### src/rtl/axi4_lite_mem_slave_if.sv
// AXI4-Lite bus bundle for axi4_lite_mem_slave.
// Carries the five AXI4-Lite channels (AW, W, B, AR, R) under their original
// S_AXI_* names. The master modport drives requests and ready-for-response
// signals; the slave modport drives the ready-for-request and response signals.
interface axi4_lite_mem_slave_if #(
   parameter int ADDRESS_WIDTH = 32,
   parameter int DATA_WIDTH    = 32
);
   logic [ADDRESS_WIDTH-1:0]  S_AXI_AWADDR;
   logic                      S_AXI_AWVALID;
   logic                      S_AXI_AWREADY;
   logic [DATA_WIDTH-1:0]     S_AXI_WDATA;
   logic [DATA_WIDTH/8-1:0]   S_AXI_WSTRB;
   logic                      S_AXI_WVALID;
   logic                      S_AXI_WREADY;
   logic [1:0]                S_AXI_BRESP;
   logic                      S_AXI_BVALID;
   logic                      S_AXI_BREADY;
   logic [ADDRESS_WIDTH-1:0]  S_AXI_ARADDR;
   logic                      S_AXI_ARVALID;
   logic                      S_AXI_ARREADY;
   logic [DATA_WIDTH-1:0]     S_AXI_RDATA;
   logic [1:0]                S_AXI_RRESP;
   logic                      S_AXI_RVALID;
   logic                      S_AXI_RREADY;

   modport master (
      output S_AXI_AWADDR, S_AXI_AWVALID, S_AXI_WDATA, S_AXI_WSTRB, S_AXI_WVALID,
             S_AXI_BREADY, S_AXI_ARADDR, S_AXI_ARVALID, S_AXI_RREADY,
      input  S_AXI_AWREADY, S_AXI_WREADY, S_AXI_BRESP, S_AXI_BVALID,
             S_AXI_ARREADY, S_AXI_RDATA, S_AXI_RRESP, S_AXI_RVALID
   );

   modport slave (
      input  S_AXI_AWADDR, S_AXI_AWVALID, S_AXI_WDATA, S_AXI_WSTRB, S_AXI_WVALID,
             S_AXI_BREADY, S_AXI_ARADDR, S_AXI_ARVALID, S_AXI_RREADY,
      output S_AXI_AWREADY, S_AXI_WREADY, S_AXI_BRESP, S_AXI_BVALID,
             S_AXI_ARREADY, S_AXI_RDATA, S_AXI_RRESP, S_AXI_RVALID
   );
endinterface

### src/rtl/axi4_lite_mem_slave.sv
// AXI4-Lite memory slave: DATA_DEPTH words of DATA_WIDTH bits, byte-strobed
// writes, independent read and write state machines.
// Ports:
//   ACLK    - sole clock, rising edge
//   ARESETN - asynchronous active-low reset (clears memory and both FSMs)
//   s_axi   - AXI4-Lite slave modport (AW, W, B, AR, R channels)
// Word index = address >> log2(DATA_WIDTH/8). Indices >= DATA_DEPTH answer
// SLVERR, leave memory untouched and read back zero; all else is OKAY.
module axi4_lite_mem_slave #(
   parameter int ADDRESS_WIDTH = 32,
   parameter int DATA_WIDTH    = 32,
   parameter int DATA_DEPTH    = 32
) (
   input  logic                  ACLK,
   input  logic                  ARESETN,
   axi4_lite_mem_slave_if.slave  s_axi
);
   localparam int unsigned STRB_W = DATA_WIDTH / 8;
   localparam int unsigned OFFS   = $clog2(STRB_W);
   localparam logic [1:0]  RESP_OKAY   = 2'b00;
   localparam logic [1:0]  RESP_SLVERR = 2'b10;

   typedef enum logic [1:0] {W_IDLE, W_ADDR, W_DATA, W_RESP} w_state_t;
   typedef enum logic       {R_IDLE, R_DATA} r_state_t;

   w_state_t                 w_state_q, w_state_d;
   r_state_t                 r_state_q, r_state_d;
   logic [ADDRESS_WIDTH-1:0] awaddr_q, awaddr_d;
   logic [DATA_WIDTH-1:0]    wdata_q, wdata_d;
   logic [STRB_W-1:0]        wstrb_q, wstrb_d;
   logic [1:0]               bresp_q, bresp_d;
   logic [DATA_WIDTH-1:0]    rdata_q, rdata_d;
   logic [1:0]               rresp_q, rresp_d;
   logic [DATA_WIDTH-1:0]    mem_q [DATA_DEPTH];
   logic [DATA_WIDTH-1:0]    mem_d [DATA_DEPTH];

   logic                     commit;
   logic [ADDRESS_WIDTH-1:0] cm_addr, cm_idx;
   logic [DATA_WIDTH-1:0]    cm_data;
   logic [STRB_W-1:0]        cm_strb;
   logic [ADDRESS_WIDTH-1:0] ar_idx;

   // Write path. The commit always happens on the edge of the later
   // handshake, using the live bus value for whichever half arrives then
   // and the holding register for the half that arrived earlier.
   always_comb begin
      w_state_d = w_state_q;
      awaddr_d  = awaddr_q;
      wdata_d   = wdata_q;
      wstrb_d   = wstrb_q;
      bresp_d   = bresp_q;
      mem_d     = mem_q;
      commit    = 1'b0;
      cm_addr   = awaddr_q;
      cm_data   = wdata_q;
      cm_strb   = wstrb_q;
      case (w_state_q)
         W_IDLE: begin
            if (s_axi.S_AXI_AWVALID) awaddr_d = s_axi.S_AXI_AWADDR;
            if (s_axi.S_AXI_WVALID) begin
               wdata_d = s_axi.S_AXI_WDATA;
               wstrb_d = s_axi.S_AXI_WSTRB;
            end
            if (s_axi.S_AXI_AWVALID && s_axi.S_AXI_WVALID) begin
               commit    = 1'b1;
               cm_addr   = s_axi.S_AXI_AWADDR;
               cm_data   = s_axi.S_AXI_WDATA;
               cm_strb   = s_axi.S_AXI_WSTRB;
               w_state_d = W_RESP;
            end else if (s_axi.S_AXI_AWVALID) begin
               w_state_d = W_ADDR;
            end else if (s_axi.S_AXI_WVALID) begin
               w_state_d = W_DATA;
            end
         end
         W_ADDR: begin
            if (s_axi.S_AXI_WVALID) begin
               wdata_d   = s_axi.S_AXI_WDATA;
               wstrb_d   = s_axi.S_AXI_WSTRB;
               commit    = 1'b1;
               cm_data   = s_axi.S_AXI_WDATA;
               cm_strb   = s_axi.S_AXI_WSTRB;
               w_state_d = W_RESP;
            end
         end
         W_DATA: begin
            if (s_axi.S_AXI_AWVALID) begin
               awaddr_d  = s_axi.S_AXI_AWADDR;
               commit    = 1'b1;
               cm_addr   = s_axi.S_AXI_AWADDR;
               w_state_d = W_RESP;
            end
         end
         W_RESP: begin
            if (s_axi.S_AXI_BREADY) w_state_d = W_IDLE;
         end
         default: w_state_d = W_IDLE;
      endcase

      // An address matching no word is out of range: SLVERR, no update.
      cm_idx = cm_addr >> OFFS;
      if (commit) begin
         bresp_d = RESP_SLVERR;
         for (int unsigned i = 0; i < DATA_DEPTH; i++) begin
            if (cm_idx == ADDRESS_WIDTH'(i)) begin
               bresp_d = RESP_OKAY;
               for (int unsigned b = 0; b < STRB_W; b++) begin
                  if (cm_strb[b]) mem_d[i][b*8 +: 8] = cm_data[b*8 +: 8];
               end
            end
         end
      end
   end

   // Read path. Data is taken from mem_q, so a read captured on a commit
   // edge sees the pre-write contents.
   always_comb begin
      r_state_d = r_state_q;
      rdata_d   = rdata_q;
      rresp_d   = rresp_q;
      ar_idx    = s_axi.S_AXI_ARADDR >> OFFS;
      case (r_state_q)
         R_IDLE: begin
            if (s_axi.S_AXI_ARVALID) begin
               r_state_d = R_DATA;
               rdata_d   = '0;
               rresp_d   = RESP_SLVERR;
               for (int unsigned i = 0; i < DATA_DEPTH; i++) begin
                  if (ar_idx == ADDRESS_WIDTH'(i)) begin
                     rdata_d = mem_q[i];
                     rresp_d = RESP_OKAY;
                  end
               end
            end
         end
         R_DATA: begin
            if (s_axi.S_AXI_RREADY) r_state_d = R_IDLE;
         end
         default: r_state_d = R_IDLE;
      endcase
   end

   always_ff @(posedge ACLK or negedge ARESETN) begin
      if (!ARESETN) begin
         w_state_q <= W_IDLE;
         r_state_q <= R_IDLE;
         awaddr_q  <= '0;
         wdata_q   <= '0;
         wstrb_q   <= '0;
         bresp_q   <= RESP_OKAY;
         rdata_q   <= '0;
         rresp_q   <= RESP_OKAY;
         for (int unsigned i = 0; i < DATA_DEPTH; i++) mem_q[i] <= '0;
      end else begin
         w_state_q <= w_state_d;
         r_state_q <= r_state_d;
         awaddr_q  <= awaddr_d;
         wdata_q   <= wdata_d;
         wstrb_q   <= wstrb_d;
         bresp_q   <= bresp_d;
         rdata_q   <= rdata_d;
         rresp_q   <= rresp_d;
         mem_q     <= mem_d;
      end
   end

   assign s_axi.S_AXI_AWREADY = (w_state_q == W_IDLE) || (w_state_q == W_DATA);
   assign s_axi.S_AXI_WREADY  = (w_state_q == W_IDLE) || (w_state_q == W_ADDR);
   assign s_axi.S_AXI_BVALID  = (w_state_q == W_RESP);
   assign s_axi.S_AXI_BRESP   = bresp_q;
   assign s_axi.S_AXI_ARREADY = (r_state_q == R_IDLE);
   assign s_axi.S_AXI_RVALID  = (r_state_q == R_DATA);
   assign s_axi.S_AXI_RDATA   = rdata_q;
   assign s_axi.S_AXI_RRESP   = rresp_q;
endmodule

### src/flat_wrapper.sv
// flat-port wrapper written by rule: the top's interface ports become plain ports
module axi4_lite_mem_slave_flat 
#(
   parameter int ADDRESS_WIDTH = 32,
   parameter int DATA_WIDTH    = 32,
   parameter int DATA_DEPTH    = 32
)
  (ACLK, ARESETN, s_axi_S_AXI_AWADDR, s_axi_S_AXI_AWVALID, s_axi_S_AXI_WDATA, s_axi_S_AXI_WSTRB, s_axi_S_AXI_WVALID, s_axi_S_AXI_BREADY, s_axi_S_AXI_ARADDR, s_axi_S_AXI_ARVALID, s_axi_S_AXI_RREADY, s_axi_S_AXI_AWREADY, s_axi_S_AXI_WREADY, s_axi_S_AXI_BRESP, s_axi_S_AXI_BVALID, s_axi_S_AXI_ARREADY, s_axi_S_AXI_RDATA, s_axi_S_AXI_RRESP, s_axi_S_AXI_RVALID);
  axi4_lite_mem_slave_if #(.ADDRESS_WIDTH(ADDRESS_WIDTH), .DATA_WIDTH(DATA_WIDTH)) s_axi_i ();
  input  logic ACLK;
  input  logic ARESETN;
  input wire logic [$bits(s_axi_i.S_AXI_AWADDR)-1:0] s_axi_S_AXI_AWADDR;
  input wire logic [$bits(s_axi_i.S_AXI_AWVALID)-1:0] s_axi_S_AXI_AWVALID;
  input wire logic [$bits(s_axi_i.S_AXI_WDATA)-1:0] s_axi_S_AXI_WDATA;
  input wire logic [$bits(s_axi_i.S_AXI_WSTRB)-1:0] s_axi_S_AXI_WSTRB;
  input wire logic [$bits(s_axi_i.S_AXI_WVALID)-1:0] s_axi_S_AXI_WVALID;
  input wire logic [$bits(s_axi_i.S_AXI_BREADY)-1:0] s_axi_S_AXI_BREADY;
  input wire logic [$bits(s_axi_i.S_AXI_ARADDR)-1:0] s_axi_S_AXI_ARADDR;
  input wire logic [$bits(s_axi_i.S_AXI_ARVALID)-1:0] s_axi_S_AXI_ARVALID;
  input wire logic [$bits(s_axi_i.S_AXI_RREADY)-1:0] s_axi_S_AXI_RREADY;
  output wire logic [$bits(s_axi_i.S_AXI_AWREADY)-1:0] s_axi_S_AXI_AWREADY;
  output wire logic [$bits(s_axi_i.S_AXI_WREADY)-1:0] s_axi_S_AXI_WREADY;
  output wire logic [$bits(s_axi_i.S_AXI_BRESP)-1:0] s_axi_S_AXI_BRESP;
  output wire logic [$bits(s_axi_i.S_AXI_BVALID)-1:0] s_axi_S_AXI_BVALID;
  output wire logic [$bits(s_axi_i.S_AXI_ARREADY)-1:0] s_axi_S_AXI_ARREADY;
  output wire logic [$bits(s_axi_i.S_AXI_RDATA)-1:0] s_axi_S_AXI_RDATA;
  output wire logic [$bits(s_axi_i.S_AXI_RRESP)-1:0] s_axi_S_AXI_RRESP;
  output wire logic [$bits(s_axi_i.S_AXI_RVALID)-1:0] s_axi_S_AXI_RVALID;
  assign s_axi_i.S_AXI_AWADDR = s_axi_S_AXI_AWADDR;
  assign s_axi_i.S_AXI_AWVALID = s_axi_S_AXI_AWVALID;
  assign s_axi_i.S_AXI_WDATA = s_axi_S_AXI_WDATA;
  assign s_axi_i.S_AXI_WSTRB = s_axi_S_AXI_WSTRB;
  assign s_axi_i.S_AXI_WVALID = s_axi_S_AXI_WVALID;
  assign s_axi_i.S_AXI_BREADY = s_axi_S_AXI_BREADY;
  assign s_axi_i.S_AXI_ARADDR = s_axi_S_AXI_ARADDR;
  assign s_axi_i.S_AXI_ARVALID = s_axi_S_AXI_ARVALID;
  assign s_axi_i.S_AXI_RREADY = s_axi_S_AXI_RREADY;
  assign s_axi_S_AXI_AWREADY = s_axi_i.S_AXI_AWREADY;
  assign s_axi_S_AXI_WREADY = s_axi_i.S_AXI_WREADY;
  assign s_axi_S_AXI_BRESP = s_axi_i.S_AXI_BRESP;
  assign s_axi_S_AXI_BVALID = s_axi_i.S_AXI_BVALID;
  assign s_axi_S_AXI_ARREADY = s_axi_i.S_AXI_ARREADY;
  assign s_axi_S_AXI_RDATA = s_axi_i.S_AXI_RDATA;
  assign s_axi_S_AXI_RRESP = s_axi_i.S_AXI_RRESP;
  assign s_axi_S_AXI_RVALID = s_axi_i.S_AXI_RVALID;
  axi4_lite_mem_slave #(.ADDRESS_WIDTH(ADDRESS_WIDTH), .DATA_WIDTH(DATA_WIDTH), .DATA_DEPTH(DATA_DEPTH)) u_core (.ACLK(ACLK), .ARESETN(ARESETN), .s_axi(s_axi_i));
endmodule
### config.mk
export PLATFORM = sky130hd
export DESIGN_NAME = axi4_lite_mem_slave_flat
export DESIGN_NICKNAME = d
export VERILOG_FILES = /design/src/rtl/axi4_lite_mem_slave_if.sv /design/src/rtl/axi4_lite_mem_slave.sv /design/src/flat_wrapper.sv
export SDC_FILE = /design/constraint.sdc
export NUM_CORES = 2
export LEC_CHECK = 0
export CORE_ASPECT_RATIO = 0.75
export CORE_MARGIN = 2
export CORE_UTILIZATION = 56
export DETAILED_ROUTE_END_ITERATION = 7
export PLACE_DENSITY = 0.76
export SYNTH_ARGS = -nofsm -noshare
export SYNTH_HDL_FRONTEND = slang
export SYNTH_SLANG_ARGS = --single-unit
### constraint.sdc
create_clock -name ACLK -period 3.1 [get_ports ACLK]
set_input_delay 0.775 -clock ACLK [delete_from_list [all_inputs] [get_ports ACLK]]
set_output_delay 0.775 -clock ACLK [all_outputs]
set_load 0.02 [all_outputs]
# Word level (Yosys, flattened, before mapping)
# Cells that the tools add are included.
[op_classes] n_mux=119 n_reduce_logical=138 n_eq_ne=69 bitwise=1
[ops] op="$mux 32" count=36
[ops] op="$eq 30x5->1 const B" count=32
[ops] op="$eq 30x4->1 const B" count=16
[ops] op="$reduce_and 3->1" count=128
[ops] op="$eq 30x3->1 const B" count=8
[ops] op="$mux 2" count=70
[ops] op="$pmux 32 s2" count=2
[ops] op="$eq 30x2->1 const B" count=4
[ops] op="$logic_not 32->1" count=2
[ops] op="$eq 30x1->1 const B" count=2
[ops] op="$mux 4" count=2
[ops] op="$pmux 2 s4" count=1
[ops] op="$pmux 4 s2" count=1
[ops] op="$ne 2x2->1 const B" count=3
[ops] op="$mux 1" count=5
[ops] op="$eq 2x2->1 const B" count=2
[ops] op="$ne 4x3->1 const B" count=1
[ops] op="$reduce_and 4->1" count=1
[ops] op="$reduce_or 2->1" count=2
[ops] op="$pmux 1 s3" count=1
[ops] op="$eq 2x1->1 const B" count=1
[ops] op="$logic_not 2->1" count=1
[ops] op="$logic_or 1x1->1" count=2
[ops] op="$pmux 1 s2" count=1
[ops] op="3 further kinds" count=3
[word_totals] output_inout_bits=41 regBits=1131 wordCells=463

# Longest topological paths before layout
[depth] depth_word=36 mapped_depth=14 ltp_nobuf=11

# Worst setup path before layout
# Ideal clock, no wire load.
[synth_timing] kind="input-to-reg" from="input s_axi_S_AXI_AWVALID" to="register u_core.mem_q[648] (netlist bit)" stages=10 setup_ps=125 path_slack_ps=-247 t_required_ps=2975 t_arrival_ps=3223 n_path_buf=3 cell_sequence="clkbuf_1 and2_1 clkbuf_1 a21oi_1 or2_2 buf_2 nor4_2 inv_1 nor2_4 mux2_2"
[synth_between] elab_chain_len=5
[synth_rtl] item="from (decl)" line="flat_wrapper.sv:13" text="input wire logic [$bits(s_axi_i.S_AXI_AWVALID)-1:0] s_axi_S_AXI_AWVALID;"
[synth_rtl] item="$logic_and 1x1->1" line="axi4_lite_mem_slave.sv:64" text="if (s_axi.S_AXI_AWVALID && s_axi.S_AXI_WVALID) begin"
[synth_rtl] item="$mux 32" line="axi4_lite_mem_slave.sv:64"
[synth_rtl] item="$pmux 32 s2" line="axi4_lite_mem_slave.sv:57" text="case (w_state_q)"
[synth_rtl] item="$eq 30x4->1" line="axi4_lite_mem_slave.sv:105" text="if (cm_idx == ADDRESS_WIDTH'(i)) begin"
[synth_rtl] item="$reduce_and 3->1 (no source line)"
[synth_rtl] item="to (signal assigned)" line="axi4_lite_mem_slave.sv:163" text="mem_q <= mem_d;"
[synth_rtl] item="to (decl)" line="axi4_lite_mem_slave.sv:34" text="logic [DATA_WIDTH-1:0] mem_q [DATA_DEPTH];"
# Several ways; a longest one is shown, not always the timed one.
# A chain may end at the register's enable or synchronous reset.

# Worst setup path in the final report
[layout_timing] from="input s_axi_S_AXI_ARADDR[22]" to="register u_core.rdata_q[5], in the netlist u_core.s_axi.S_AXI_RDATA[5]"
[layout_between] elab_chain_len=33
[layout_rtl] item="from (decl)" line="flat_wrapper.sv:18" text="input wire logic [$bits(s_axi_i.S_AXI_ARADDR)-1:0] s_axi_S_AXI_ARADDR;"
[layout_rtl] item="$logic_not 32->1" line="axi4_lite_mem_slave.sv:129" text="if (ar_idx == ADDRESS_WIDTH'(i)) begin"
[layout_rtl] item="$mux 32 (31 in series)" line="axi4_lite_mem_slave.sv:129"
[layout_rtl] item="$mux 32 (*)" line="axi4_lite_mem_slave.sv:129"
[layout_rtl] item="to (signal assigned)" line="axi4_lite_mem_slave.sv:161" text="rdata_q <= rdata_d;"
[layout_rtl] item="to (decl)" line="axi4_lite_mem_slave.sv:32" text="logic [DATA_WIDTH-1:0] rdata_q, rdata_d;"
# Mark *: on every way between the ends. The rest lies on a longest branch, timed or not.

==> flow_summary.yaml <==
critical_path:
  cp_slowest_cell: "clkdlybuf4s50_1"
  crit_path_max_fanout: 7
  critPathBufInv: 6
  endpoint_kind: "flop"
  rrSetupSlack_ps: -240
  path_cells: "clkdlybuf4s50_1 -> nor4_4 -> nand4_2 -> buf_12 -> buf_12 -> nor2_4 -> buf_6 -> buf_4 -> nand2_1 -> a221oi_1 -> o21ai_0 -> buf_4 -> a221oi_2 -> o21ai_0"
  r2r_end: "u_core.mem_q[646]"
  rr_startpoint: "u_core.awaddr_q[18]"
  crit_arrival_ps: 3970
  critical-path-top-delay-family: "buffers and inverters"
  startpoint_type: "input port"
  max_stage_delay_ps: 450
  rr_worst_depth: 11
  criticalPathCategory: "in -> reg"
  required_ps: 3710
yosys:
  synth_fa_ha_area_frac: 0.000927
  synth_edf_count: 0
  async_flop_share: 1.00
  synthFlopType: "dfrtp_1"
  synth_cells: 4666
  ys_warn_count: 0
  ys_seq_area_frac: 0.523
  synth_top_family_by_area: "multiplexers"
  synth_mux_area_frac: 0.226
  ys_types: 86
  synth.avg_cell_area_um2: 11.6
  synth-compound-area-share: 0.130
  synth_xor_xnor_area_share: 0.000162
  netlist_area_um2: 54000
  synth.ff_latch_count: 1127
  synthSimpleGateAreaFrac: 0.0886
place:
  port_buffers: 141
  place_hpwl_mm: 154
  numPlacedInstances: 6647
  routabilityCongestion: 1.06
global_routing:
  gr-usage-met1: 0.597
  grt_busiest_layer: "met2"
  grt_overflow: 0
  use_met3: 0.173
  grt_pass1_vias: 47292
  grt_max_degree: 73
  grt_pass1_wl_mm: 314
  gr-usage-met2: 0.602
  antenna_found_initial: 7
  grt_usage: 0.431
sta:
  rsz0062_at_grt: "true"
  fmax_mhz: 297
  hold_ws_ps: 18.8
  finalSetupViolCount: 884
  post-route-min-period_ps: 3360
  fin_crit_sh: 1.08
  slew_violations: 0
  worstMarginPinSlew_ps: 849
  layout_setup_ws_ps: -263
  hold_violations: 0
  final.setup_skew_ps: 29.9
  slew-limit-headroom: 0.430
routing:
  via_count: 49053
  vias_per_cell: 7.06
  routed_wl_mm: 227
  post-route-drc-count: 0
  drt_first_pass_iters: 8
  ant_nets: 0
  wl_per_cell_um: 32.6
  drtIter0Drc: 8161
cells_and_area:
  final_cell_mix: "dfrtp_1, mux2_2, buf_4"
  area_growth_pct: 36.1
  final_nets: 5711
  final_common_cell: "dfrtp_1"
  drive_gt1_frac: 0.456
  fin_cells: 6951
floorplan:
  core-area_um2: 95400
  row_count: 98
  dieHeight_um: 273
  die_x_um: 362
  io_pins: 148
  start_util: 0.566
  dieArea_um2: 98900
clocking:
  holdBufCountCts: 0
  clock-sinks: 1127
  cts-root-buf: "clkbuf_16"
  numCtsBuffers: 109
  h-tree-depth: 3
  path_clk_slew_ps: 60
  cts_tree: "yes"
  insertion_delay_ps: 760
  clk_path_buf_depth: 3
min_path:
  hold_path.class: "in -> async"
run:
  max-cap-violations: 0
pwr:
  ir_drop_mv: 0.727
  power_density_nw_per_um2: 592
  leakagePower_nw: 35.4
outcome:
  violations: "negative setup slack"
  status: "finished, violations left"
==> synthesized netlist by cell type, drive strengths merged, types with 8 or more instances <==
master	instances	area share
buf	85	0.0085
a222oi	21	0.0039
o2111ai	14	0.0023
nand3	56	0.0054
nand2	387	0.030
and2	30	0.0035
o22ai	57	0.0066
o31ai	11	0.0015
nand2b	11	0.0013
a22o	14	0.0023
o21ai	233	0.022
dfrtp	1127	0.52
a21o	42	0.0058
o211ai	20	0.0028
a221o	53	0.0098
a211o	8	0.0013
o311ai	8	0.0013
nand4	20	0.0024
nor3	58	0.0058
a31oi	19	0.0022
nor4	45	0.0058
a211oi	24	0.0033
or3	14	0.0016
a221oi	88	0.014
and3	18	0.0021
a21oi	228	0.021
a2111oi	19	0.0031
nor2	306	0.023
nor2b	21	0.0024
clkbuf	252	0.018
mux2	1059	0.22
a22oi	45	0.0063
o22a	8	0.0013
mux2i	29	0.0054
o221ai	52	0.0084
inv	78	0.0054
==> kinds of logic after synthesis <==
kind of cell,Yosys count
DFF,1127
muxes,1088
AOI/OAI and AO/OA,1027
and+or+nand+nor,1000
buffers and inverters,418
adders and majority gates,4
other,1
xor gates and xnor gates,1
==> final cells by class <==
| type | count | area [µm²] |
|---|---|---|
| inverters | 81 | 304 |
| well taps | 1250 | 1560 |
| repair buffers | 1158 | 12300 |
| fillers | 5529 | 21900 |
| clock buffers | 137 | 3020 |
| diodes | 8 | 20.0 |
| multi-input cells | 3123 | 27200 |
| flip-flops and latches | 1127 | 28200 |
| clock inverters | 67 | 866 |
==> metrics by stage <==
stage	total power [mW]	utilization	setup TNS, ps	setup WS [ps]	instance area, µm²
2_1_floorplan	22.1	-	-78.1	-58.6	54300
3_3_place_gp	27.2	0.678	-654150	-1560	64700
3_5_place_dp	27.5	0.678	-704530	-1500	64700
4_1_cts	42.3	0.741	-43100	-138	70600
5_1_grt	44.6	0.770	-147110	-279	73400
6_report	43.5	0.770	-78310	-263	73500
==> flip-flops by register name (all words and copies together), names as in the netlist <==
signal and cells:
u_core.s_axi.S_AXI_RRESP 1, u_core.mem_q 1024, u_core.w_state_q 2, u_core.wstrb_q 4, u_core.s_axi.S_AXI_RDATA 32, u_core.awaddr_q 30
u_core.wdata_q 32, u_core.s_axi.S_AXI_RVALID 1, u_core.s_axi.S_AXI_BRESP 1
==> repair_timing <==
| action | CTS | global route |
|---|---|---|
| gates cloned | 8 | 4 |
| pin swaps | 77 | 84 |
| resized for setup | 329 | 458 |
| setup buffers | 39 | 66 |
| setup endpoints to repair | 1057 | 1057 |
==> worst max path at each step <==
stage,to,start,depth (start not counted),slack (ps)
2_1_floorplan,u_core.s_axi.S_AXI_RDATA[4],s_axi_S_AXI_ARADDR[6],12,-60
3_3_place_gp,u_core.s_axi.S_AXI_RDATA[20],s_axi_S_AXI_ARADDR[6],16,-1560
3_5_place_dp,u_core.s_axi.S_AXI_RDATA[20],s_axi_S_AXI_ARADDR[6],16,-1500
4_1_cts,u_core.mem_q[517],u_core.awaddr_q[11],13,-140
5_1_grt,u_core.mem_q[641],u_core.awaddr_q[18],11,-280
6_report,u_core.s_axi.S_AXI_RDATA[5],s_axi_S_AXI_ARADDR[22],14,-260
==> routing by layer <==
metal	wire [µm]	share of wire
met5	105	0.00046
met4	12300	0.054
met3	36300	0.16
met2	93600	0.41
met1	84400	0.37
==> report_power, final <==
part / internal [mW] / switching [mW]
combinational: 4.50 / 7.46
clock: 8.38 / 6.33
sequential: 16.0 / 0.818
total: 28.9 / 14.6
(Power assumes the default switching activity.)
